## src/rtl/mdu_pipe.sv

```systemverilog
// mdu_pipe -- iterative multiply/divide unit with HI/LO registers for the
// 5-stage MIPS datapath.
//
// An op is accepted from EX, run as WIDTH radix-2 steps (shift-add multiply,
// restoring divide) and then sign-corrected. The signed result is written
// to HI/LO on the FIX edge. While an op is in flight, any ID-stage
// instruction that touches the MDU or HI/LO is stalled through stall_mdu.
//
// Optional build macro: MDU_EARLY_OUT_EN
//   When defined, a multiply finishes early once the remaining multiplier
//   bits are all zero. Results are identical in both builds; only the
//   busy/done timing changes.
//
// Ports:
//   clk        clock, rising edge
//   reset      asynchronous reset, active low
//   start_e    EX-stage MDU op valid
//   op_e       00 mult, 01 multu, 10 div, 11 divu
//   srca_e     rs operand (multiplicand / dividend), post-forwarding
//   srcb_e     rt operand (multiplier / divisor), post-forwarding
//   kill_e     abort in-flight op (EX flush)
//   mdu_use_d  ID-stage instr is mult/div/mfhi/mflo/mthi/mtlo
//   mthi_w     WB-stage write of wdata_w to HI
//   mtlo_w     WB-stage write of wdata_w to LO
//   wdata_w    mthi/mtlo data
//   busy       operation in flight
//   done       one-cycle pulse after HI/LO are written by an op
//   stall_mdu  busy & mdu_use_d (combinational)
//   hi, lo     HI / LO registers
module mdu_pipe #(
  parameter int WIDTH = 32
) (
  input  logic             clk,
  input  logic             reset,
  input  logic             start_e,
  input  logic [1:0]       op_e,
  input  logic [WIDTH-1:0] srca_e,
  input  logic [WIDTH-1:0] srcb_e,
  input  logic             kill_e,
  input  logic             mdu_use_d,
  input  logic             mthi_w,
  input  logic             mtlo_w,
  input  logic [WIDTH-1:0] wdata_w,
  output logic             busy,
  output logic             done,
  output logic             stall_mdu,
  output logic [WIDTH-1:0] hi,
  output logic [WIDTH-1:0] lo
);

  localparam int CNT_W = $clog2(WIDTH + 1);
  localparam logic [CNT_W-1:0] LAST_STEP = CNT_W'(WIDTH - 1);

  typedef enum logic [1:0] {
    IDLE = 2'd0,
    RUN  = 2'd1,
    FIX  = 2'd2
  } state_t;

  state_t             state;
  state_t             next_state;
  logic [CNT_W-1:0]   cnt;

  // acc_hi/acc_lo: product {hi,lo} for multiply, {remainder,quotient} for
  // divide. opnd_b is the multiplicand or the divisor.
  logic [WIDTH-1:0]   acc_hi;
  logic [WIDTH-1:0]   acc_lo;
  logic [WIDTH-1:0]   opnd_b;
  logic               is_div;
  logic               neg_q;
  logic               neg_r;

  logic [WIDTH-1:0]   hi_q;
  logic [WIDTH-1:0]   lo_q;
  logic               done_q;

  logic               accept;
  logic               op_signed;
  logic               op_div;
  logic               div_zero;
  logic               use_signed;
  logic               a_neg;
  logic               b_neg;
  logic [WIDTH-1:0]   a_abs;
  logic [WIDTH-1:0]   b_abs;

  logic [WIDTH:0]     mul_sum;
  logic [2*WIDTH-1:0] mul_next;
  logic [WIDTH:0]     div_shift;
  logic [WIDTH-1:0]   div_sub;
  logic               div_ge;
  logic [WIDTH-1:0]   div_rem_next;
  logic [WIDTH-1:0]   div_quo_next;

  logic [2*WIDTH-1:0] prod;
  logic [2*WIDTH-1:0] prod_fix;
  logic [WIDTH-1:0]   quo_fix;
  logic [WIDTH-1:0]   rem_fix;
  logic [WIDTH-1:0]   res_hi;
  logic [WIDTH-1:0]   res_lo;

  logic               early_out;

`ifdef MDU_EARLY_OUT_EN
  // Shadow of the not-yet-consumed multiplier bits; zero means every
  // remaining step would only shift, so the shift is done in one go.
  logic [WIDTH-1:0]   mplier;
  logic [CNT_W-1:0]   eo_shift;
  logic [2*WIDTH-1:0] eo_prod;

  assign early_out = ~is_div & (mplier == '0);
  assign eo_shift  = CNT_W'(WIDTH) - cnt;
  assign eo_prod   = {acc_hi, acc_lo} >> eo_shift;
`else
  assign early_out = 1'b0;
`endif

  // Operand conditioning at accept time. A divide by zero is run as an
  // unsigned divide, which naturally leaves the raw dividend in the
  // remainder and all ones in the quotient.
  assign accept     = (state == IDLE) & start_e & ~kill_e;
  assign op_signed  = ~op_e[0];
  assign op_div     = op_e[1];
  assign div_zero   = op_div & (srcb_e == '0);
  assign use_signed = op_signed & ~div_zero;
  assign a_neg      = use_signed & srca_e[WIDTH-1];
  assign b_neg      = use_signed & srcb_e[WIDTH-1];
  assign a_abs      = a_neg ? (~srca_e + WIDTH'(1)) : srca_e;
  assign b_abs      = b_neg ? (~srcb_e + WIDTH'(1)) : srcb_e;

  // One shift-add multiply step: the multiplier sits in acc_lo and is
  // consumed from bit 0 while product bits shift in from the top.
  assign mul_sum  = {1'b0, acc_hi} + (acc_lo[0] ? {1'b0, opnd_b} : {(WIDTH+1){1'b0}});
  assign mul_next = {mul_sum, acc_lo[WIDTH-1:1]};

  // One restoring divide step. The shifted remainder is WIDTH+1 bits for the
  // compare; when it is >= divisor the true difference fits in WIDTH bits.
  assign div_shift    = {acc_hi, acc_lo[WIDTH-1]};
  assign div_ge       = div_shift >= {1'b0, opnd_b};
  assign div_sub      = div_shift[WIDTH-1:0] - opnd_b;
  assign div_rem_next = div_ge ? div_sub : div_shift[WIDTH-1:0];
  assign div_quo_next = {acc_lo[WIDTH-2:0], div_ge};

  // Sign correction applied on the FIX edge.
  assign prod     = {acc_hi, acc_lo};
  assign prod_fix = neg_q ? (~prod + (2*WIDTH)'(1)) : prod;
  assign quo_fix  = neg_q ? (~acc_lo + WIDTH'(1)) : acc_lo;
  assign rem_fix  = neg_r ? (~acc_hi + WIDTH'(1)) : acc_hi;
  assign res_hi   = is_div ? rem_fix : prod_fix[2*WIDTH-1:WIDTH];
  assign res_lo   = is_div ? quo_fix : prod_fix[WIDTH-1:0];

  // State register.
  always_ff @(posedge clk or negedge reset) begin
    if (!reset) begin
      state <= IDLE;
    end else begin
      state <= next_state;
    end
  end

  // Next-state logic. A kill returns to IDLE from any state.
  always_comb begin
    next_state = state;
    case (state)
      IDLE: if (start_e) next_state = RUN;
      RUN:  if (early_out || (cnt == LAST_STEP)) next_state = FIX;
      FIX:  next_state = IDLE;
      default: next_state = IDLE;
    endcase
    if (kill_e) next_state = IDLE;
  end

  // FSM outputs.
  always_comb begin
    busy = (state != IDLE);
  end

  assign stall_mdu = busy & mdu_use_d;
  assign done      = done_q;
  assign hi        = hi_q;
  assign lo        = lo_q;

  // Iteration datapath: load on accept, one step per RUN edge.
  always_ff @(posedge clk or negedge reset) begin
    if (!reset) begin
      cnt    <= '0;
      acc_hi <= '0;
      acc_lo <= '0;
      opnd_b <= '0;
      is_div <= 1'b0;
      neg_q  <= 1'b0;
      neg_r  <= 1'b0;
`ifdef MDU_EARLY_OUT_EN
      mplier <= '0;
`endif
    end else if (accept) begin
      cnt    <= '0;
      acc_hi <= '0;
      acc_lo <= op_div ? a_abs : b_abs;
      opnd_b <= op_div ? b_abs : a_abs;
      is_div <= op_div;
      neg_q  <= a_neg ^ b_neg;
      neg_r  <= op_div & a_neg;
`ifdef MDU_EARLY_OUT_EN
      mplier <= b_abs;
`endif
    end else if ((state == RUN) && !kill_e) begin
      cnt <= cnt + CNT_W'(1);
`ifdef MDU_EARLY_OUT_EN
      mplier <= mplier >> 1;
      if (early_out) begin
        {acc_hi, acc_lo} <= eo_prod;
      end else
`endif
      if (is_div) begin
        acc_hi <= div_rem_next;
        acc_lo <= div_quo_next;
      end else begin
        {acc_hi, acc_lo} <= mul_next;
      end
    end
  end

  // HI/LO: op result on the FIX edge, otherwise mthi/mtlo writes. Writes
  // during RUN land now and are overwritten by the result later.
  always_ff @(posedge clk or negedge reset) begin
    if (!reset) begin
      hi_q <= '0;
      lo_q <= '0;
    end else if (state == FIX) begin
      if (!kill_e) begin
        hi_q <= res_hi;
        lo_q <= res_lo;
      end
    end else begin
      if (mthi_w) hi_q <= wdata_w;
      if (mtlo_w) lo_q <= wdata_w;
    end
  end

  // done pulses for the cycle after a completed FIX edge.
  always_ff @(posedge clk or negedge reset) begin
    if (!reset) begin
      done_q <= 1'b0;
    end else begin
      done_q <= (state == FIX) && !kill_e;
    end
  end

endmodule

```

## config.mk

```make
export PLATFORM = sky130hd
export DESIGN_NAME = mdu_pipe
export DESIGN_NICKNAME = d
export VERILOG_FILES = /design/src/rtl/mdu_pipe.sv
export SDC_FILE = /design/constraint.sdc
export NUM_CORES = 1
export LEC_CHECK = 0
export ABC_CLOCK_PERIOD_IN_PS = 3300
export CORE_UTILIZATION = 30
export DETAILED_ROUTE_END_ITERATION = 8
export PLACE_DENSITY_LB_ADDON = 0.25
export SETUP_SLACK_MARGIN = 0.3
export SLEW_MARGIN = 20
export SYNTH_ARGS = -nofsm -noshare
export SYNTH_HDL_FRONTEND = slang
export SYNTH_SLANG_ARGS = --single-unit
```

## constraint.sdc

```tcl
create_clock -name clk -period 3.3 [get_ports clk]
set_input_delay 0.66 -clock clk [delete_from_list [all_inputs] [get_ports clk]]
set_output_delay 0.66 -clock clk [all_outputs]
set_load 0.05 [all_outputs]
```

# Yosys cells after proc, flatten, opt, wreduce, memory -nomap -nowiden
# Index checks and enable logic that the tools add are counted.
dict set report totals {
  regBits 172
}
dict set report classes {
  reduce_logical 12
  eq_ne 6
  add_sub_neg 8
  muxes 29
  order_cmp 1
  bitwise 17
}
# op count
set ops {}
lappend ops {{$mux 32} 22}
lappend ops {{$add 32x1->32 const B} 4}
lappend ops {{$not 32->32} 4}
lappend ops {{$add 64x1->64 const B} 1}
lappend ops {{$mux 64} 1}
lappend ops {{$not 64->64} 1}
lappend ops {{$add 32x32->33} 1}
lappend ops {{$ge 33x32->1} 1}
lappend ops {{$logic_not 32->1} 1}
lappend ops {{$sub 32x32->32} 1}
lappend ops {{$mux 6} 2}
lappend ops {{$and 1x1->1} 8}
lappend ops {{$reduce_bool 2->1} 4}
lappend ops {{$add 6x1->6 const B} 1}
lappend ops {{$eq 6x5->1 const B} 1}
lappend ops {{$mux 2} 3}
lappend ops {{$ne 3x3->1 const B} 2}
lappend ops {{$reduce_and 2->1} 3}
lappend ops {{$pmux 2 s2} 1}
lappend ops {{$not 1->1} 3}
lappend ops {{$eq 2x1->1 const B} 1}
lappend ops {{$eq 2x2->1 const B} 1}
lappend ops {{$logic_and 1x1->1} 2}
lappend ops {{$logic_not 2->1} 1}
lappend ops {{other kinds (3)} 3}

# Longest topological paths before layout
dict set report logic_depth {
  word_depth 8
  depth_mapped 14
  mapped_depth_nobuf 13
}

# Worst setup path before layout
# OpenSTA, ideal clock, no wires.
dict set report synth_timing {
  path_type {register -> register}
  from {register acc_lo[0]}
  to {register acc_hi[28]}
  stages_incl_launch_ff 15
  slack_ns -0.160
  n_path_buf 2
  t_required_ns 3.235
  setup_time_ns 0.065
  arrival_ns 3.395
  path_cell_list {dfrtp_1 -> clkbuf_1 -> inv_1 -> clkbuf_1 -> nor2_1 -> ha_1 -> o21ai_0 -> o21a_1 -> or3b_2 -> a31o_2 -> o31a_1 -> o21a_1 -> or4_1 -> nand3_1 -> a211o_1}
}
dict set report synth_via {
  elab_chain_cells 5
}
# element line
set synth_lines {}
lappend synth_lines {{start: declaration} 67} ;# logic [WIDTH-1:0] acc_lo;
lappend synth_lines {{start signal: assignment} 199} ;# acc_lo <= op_div ? a_abs : b_abs;
lappend synth_lines {{start signal: assignment} 217} ;# acc_lo <= div_quo_next;
lappend synth_lines {{start signal: assignment} 219} ;# {acc_hi, acc_lo} <= mul_next;
lappend synth_lines {{$mux 32} 133} ;# assign mul_sum = {1'b0, acc_hi} + (acc_lo[0] ? {1'b0, opnd_b} : {(WIDTH+1){1'b0}});
lappend synth_lines {{$add 32x32->33} 133}
lappend synth_lines {{$mux 32} 215} ;# if (is_div) begin
lappend synth_lines {{$mux 32} 207} ;# end else if ((state == RUN) && !kill_e) begin
lappend synth_lines {{$mux 32} 196} ;# end else if (accept) begin
lappend synth_lines {{end signal: assignment} 216} ;# acc_hi <= div_rem_next;
lappend synth_lines {{end signal: assignment} 219}
lappend synth_lines {{end: declaration} 66} ;# logic [WIDTH-1:0] acc_hi;
# Every way passes these cells. The select of a mux whose other input is x is not followed.
# A chain may end at the register's enable or synchronous reset.

# Worst setup path in the final report
dict set report layout_timing {
  from {register acc_lo[0]}
  to {register acc_hi[19]}
}
# Same word-level chain as after synthesis.

==> run metrics <==
static leakage=between 9 and 10 nW; Max Fclk=303.8 MHz; worst setup path class=reg2reg; Post-Synth Simple-Gate Area=0.1891; port buffer count=171; Placed Cells=2879; number of vias per cell=5.585; WP data required=approximately 3.7 ns; initial core utilization=0.3051; Final Cell Area=22010 um2; WL/cell=22.52 um; PwrDens=757.8 nW/um2; CTS clk-pin slew, worst paths=0.08 ns; DP HPWL=around 51000 um; setup ws final=0.008587 ns; drt total wl=66910 um; placer congestion estimate=0.9617; CTS Buf Count=17; worst slew pin tran=approximately 0.98 ns; post-route insts no fill=2971; Final Cycle Share=0.9974; prevailing post-synth register cell=dfrtp_1; first-iteration detailed-routing DRC count=roughly 1500; Longest Clk Path Bufs=2; Total GRT Usage=0.2582; synth warn=0; drt first pass iters=5; Fin Hold WS=0.1961 ns; layout cell share with drive strength beyond 1=0.2845; largest net degree at the start of global routing=91; post-layout power=approximately 17 mW; endpoints failing setup=0; Core Region=49150 um2; final hold viol count=0; largest family of logic cells by synthesized area=compound AO/OA/AOI/OAI gates; initial antenna violation count=1; Top-Level Pins=~170; DRC=0; die width=roughly 230 um; Synth Area per Inst=7.938 um2; fin util=0.4479; #FFs+latches synth=approximately 170; max-cap viol count=0; CP endpoint kind=register; die height=225.6 um; Placement Setup Slack=-0.7319 ns; adder-cell share of the synthesized area=0.06025; crit path DAT=3.65 ns; ANT nets after route=0; vias post-DR=16590; clk sink count=between 150 and 200; unrepaired setup endpoints after global routing=true; mux cell area share after synthesis=0.04673; clock skew=between 0.01 and 0.015 ns; slew margin rel.=0.3499; status=finished clean; total gr overflow=0; first-pass GRT wire length=98900 um; Post-synth EDFFs=0; crit-path max FO=5; vias in the first global route=16110; Mapped Cells=1889; Layout Nets=2469; Post-synth ARST share=1.000; TritonCTS clock tree=done; setup_tns=0 ns; Hold Path Class=in2async; Post-Syn Nets=2065; Worst IR Drop VDD=0.0004916 V; H-Tree Depth=4; Tmin final=3.291 ns; Max Slew Vio Count=0; Syn Std Cell Area=14990 um2; Synth Area in XOR/XNOR=0.09813; sequential fraction of the synthesis area=0.2870; CTS Root Buffer Type=clkbuf_16; row cnt=81; Area growth syn-to-layout=46.82%; compound-gate portion of the synthesized area=0.2716; Clk Latency, worst-skew pair=0.48 ns; die area=just over 50000 um2; Netlist cell types=80; CP Launch Type=register; Area after DPL=19330 um2
[layer usage]
layer	GRT usage	routed length (um)	share of wire
met2	0.3997	29800	0.45
met4	0.1097	2686	0.040
met1	0.3572	29850	0.45
met5	0	0	0
met3	0.03611	4584	0.069
[synth_stat cells (13+ instances only)]
master | instances | share of area
o21ai_1 | 34 | 0.011
o22ai_1 | 21 | 0.0088
a31oi_1 | 20 | 0.0083
a211oi_1 | 15 | 0.0075
a21oi_1 | 156 | 0.052
inv_1 | 64 | 0.016
nor4_1 | 17 | 0.0071
nand4_1 | 18 | 0.0075
o21ai_0 | 148 | 0.049
nand3_1 | 33 | 0.011
nor3_1 | 30 | 0.010
o21a_1 | 13 | 0.0065
a22oi_1 | 18 | 0.0090
xnor2_1 | 88 | 0.051
nand2b_1 | 20 | 0.0083
or4_1 | 18 | 0.0090
mux2i_1 | 52 | 0.035
clkbuf_1 | 104 | 0.026
o211ai_1 | 49 | 0.025
o31ai_1 | 37 | 0.019
nor2_1 | 166 | 0.042
xor2_1 | 80 | 0.047
ha_1 | 69 | 0.058
dfrtp_1 | 172 | 0.29
or3_1 | 17 | 0.0071
mux2_2 | 16 | 0.012
nand2_1 | 208 | 0.052
a21o_1 | 34 | 0.017
[critical path, cell delays in order, from the launching register on]
cell,delay [ns]
dfrtp_2,0.42
clkinv_4,0.11
buf_6,0.15
buf_4,0.13
nor2_1,0.08
ha_1,0.25
or2_2,0.30
a21oi_1,0.25
a21o_4,0.18
buf_4,0.16
o21bai_4,0.08
a22o_1,0.20
o41ai_2,0.27
mux2_4,0.35
o41ai_4,0.24
[state kept, by name (all words and copies together) (netlist names)]
signal,flops
is_div,1
cnt,6
acc_lo,32
neg_r,1
hi,32
done,1
acc_hi,32
opnd_b,32
lo,32
state,2
neg_q,1
[power breakdown]
part           switching, mW  leakage [nW]  internal (mW)
sequential             0.489          2.10           2.57
combinational           6.39          6.79           5.06
clock                   1.06         0.284           1.11
total                   7.94          9.18           8.75
[layout by cell type (no fill, tap or decap), drive strengths merged, types with 42 or more instances in the layout]
cell type	synthesis	routed
nand2	209	210
ha	69	69
xnor2	88	88
mux2i	52	52
o31ai	42	42
o21ai	187	187
o211ai	49	49
buf	11	335
xor2	80	80
inv	64	69
nor2	166	166
clkdlybuf4s50	0	161
a21oi	156	156
dfrtp	172	172
[kinds of logic (layout without fill, tap and decap cells)]
logic type	Yosys count	after routing
other cells	0	1
fa+ha+maj	71	71
flops	172	172
compound gates	634	634
simple gates	596	597
xor+xnor	168	168
mux	68	68
buf+inv	180	596
[final timing paths]
path / start / endpoint / slack (ns) / cells past startpoint
setup / recovery: acc_lo[0] / acc_hi[19] / 0.009 / 14
hold / removal: reset / hi[10] / 0.20 / 1
setup reg to reg: acc_lo[0] / acc_hi[19] / 0.009 / 14
hold reg to reg: cnt[5] / state[1] / 0.48 / 1
max in group asynchronous: reset / lo[11] / 2.24 / 2
min in group clk: cnt[5] / state[1] / 0.48 / 1
[area by class of cell]
type	instances	area [um2]
repair buffers	499	4438
diodes	1	2.502
clock buffers	19	452.9
well taps	664	830.8
fillers	4758	27140
inverters	65	264.0
multi-input cells	1538	11560
clock inverters	13	150.1
flip-flops and latches	172	4314
[repair_timing]
| action | 4_1_cts | 5_1_grt |
|---|---|---|
| gates cloned | 2 | 0 |
| hold buffers | 0 | 0 |
| endpoints found under the setup margin | 125 | 119 |
| resized for setup | 157 | 210 |
| pin swaps | 49 | 86 |
| setup buffers | 24 | 33 |
Note: power is estimated with default switching activity, not from simulation.
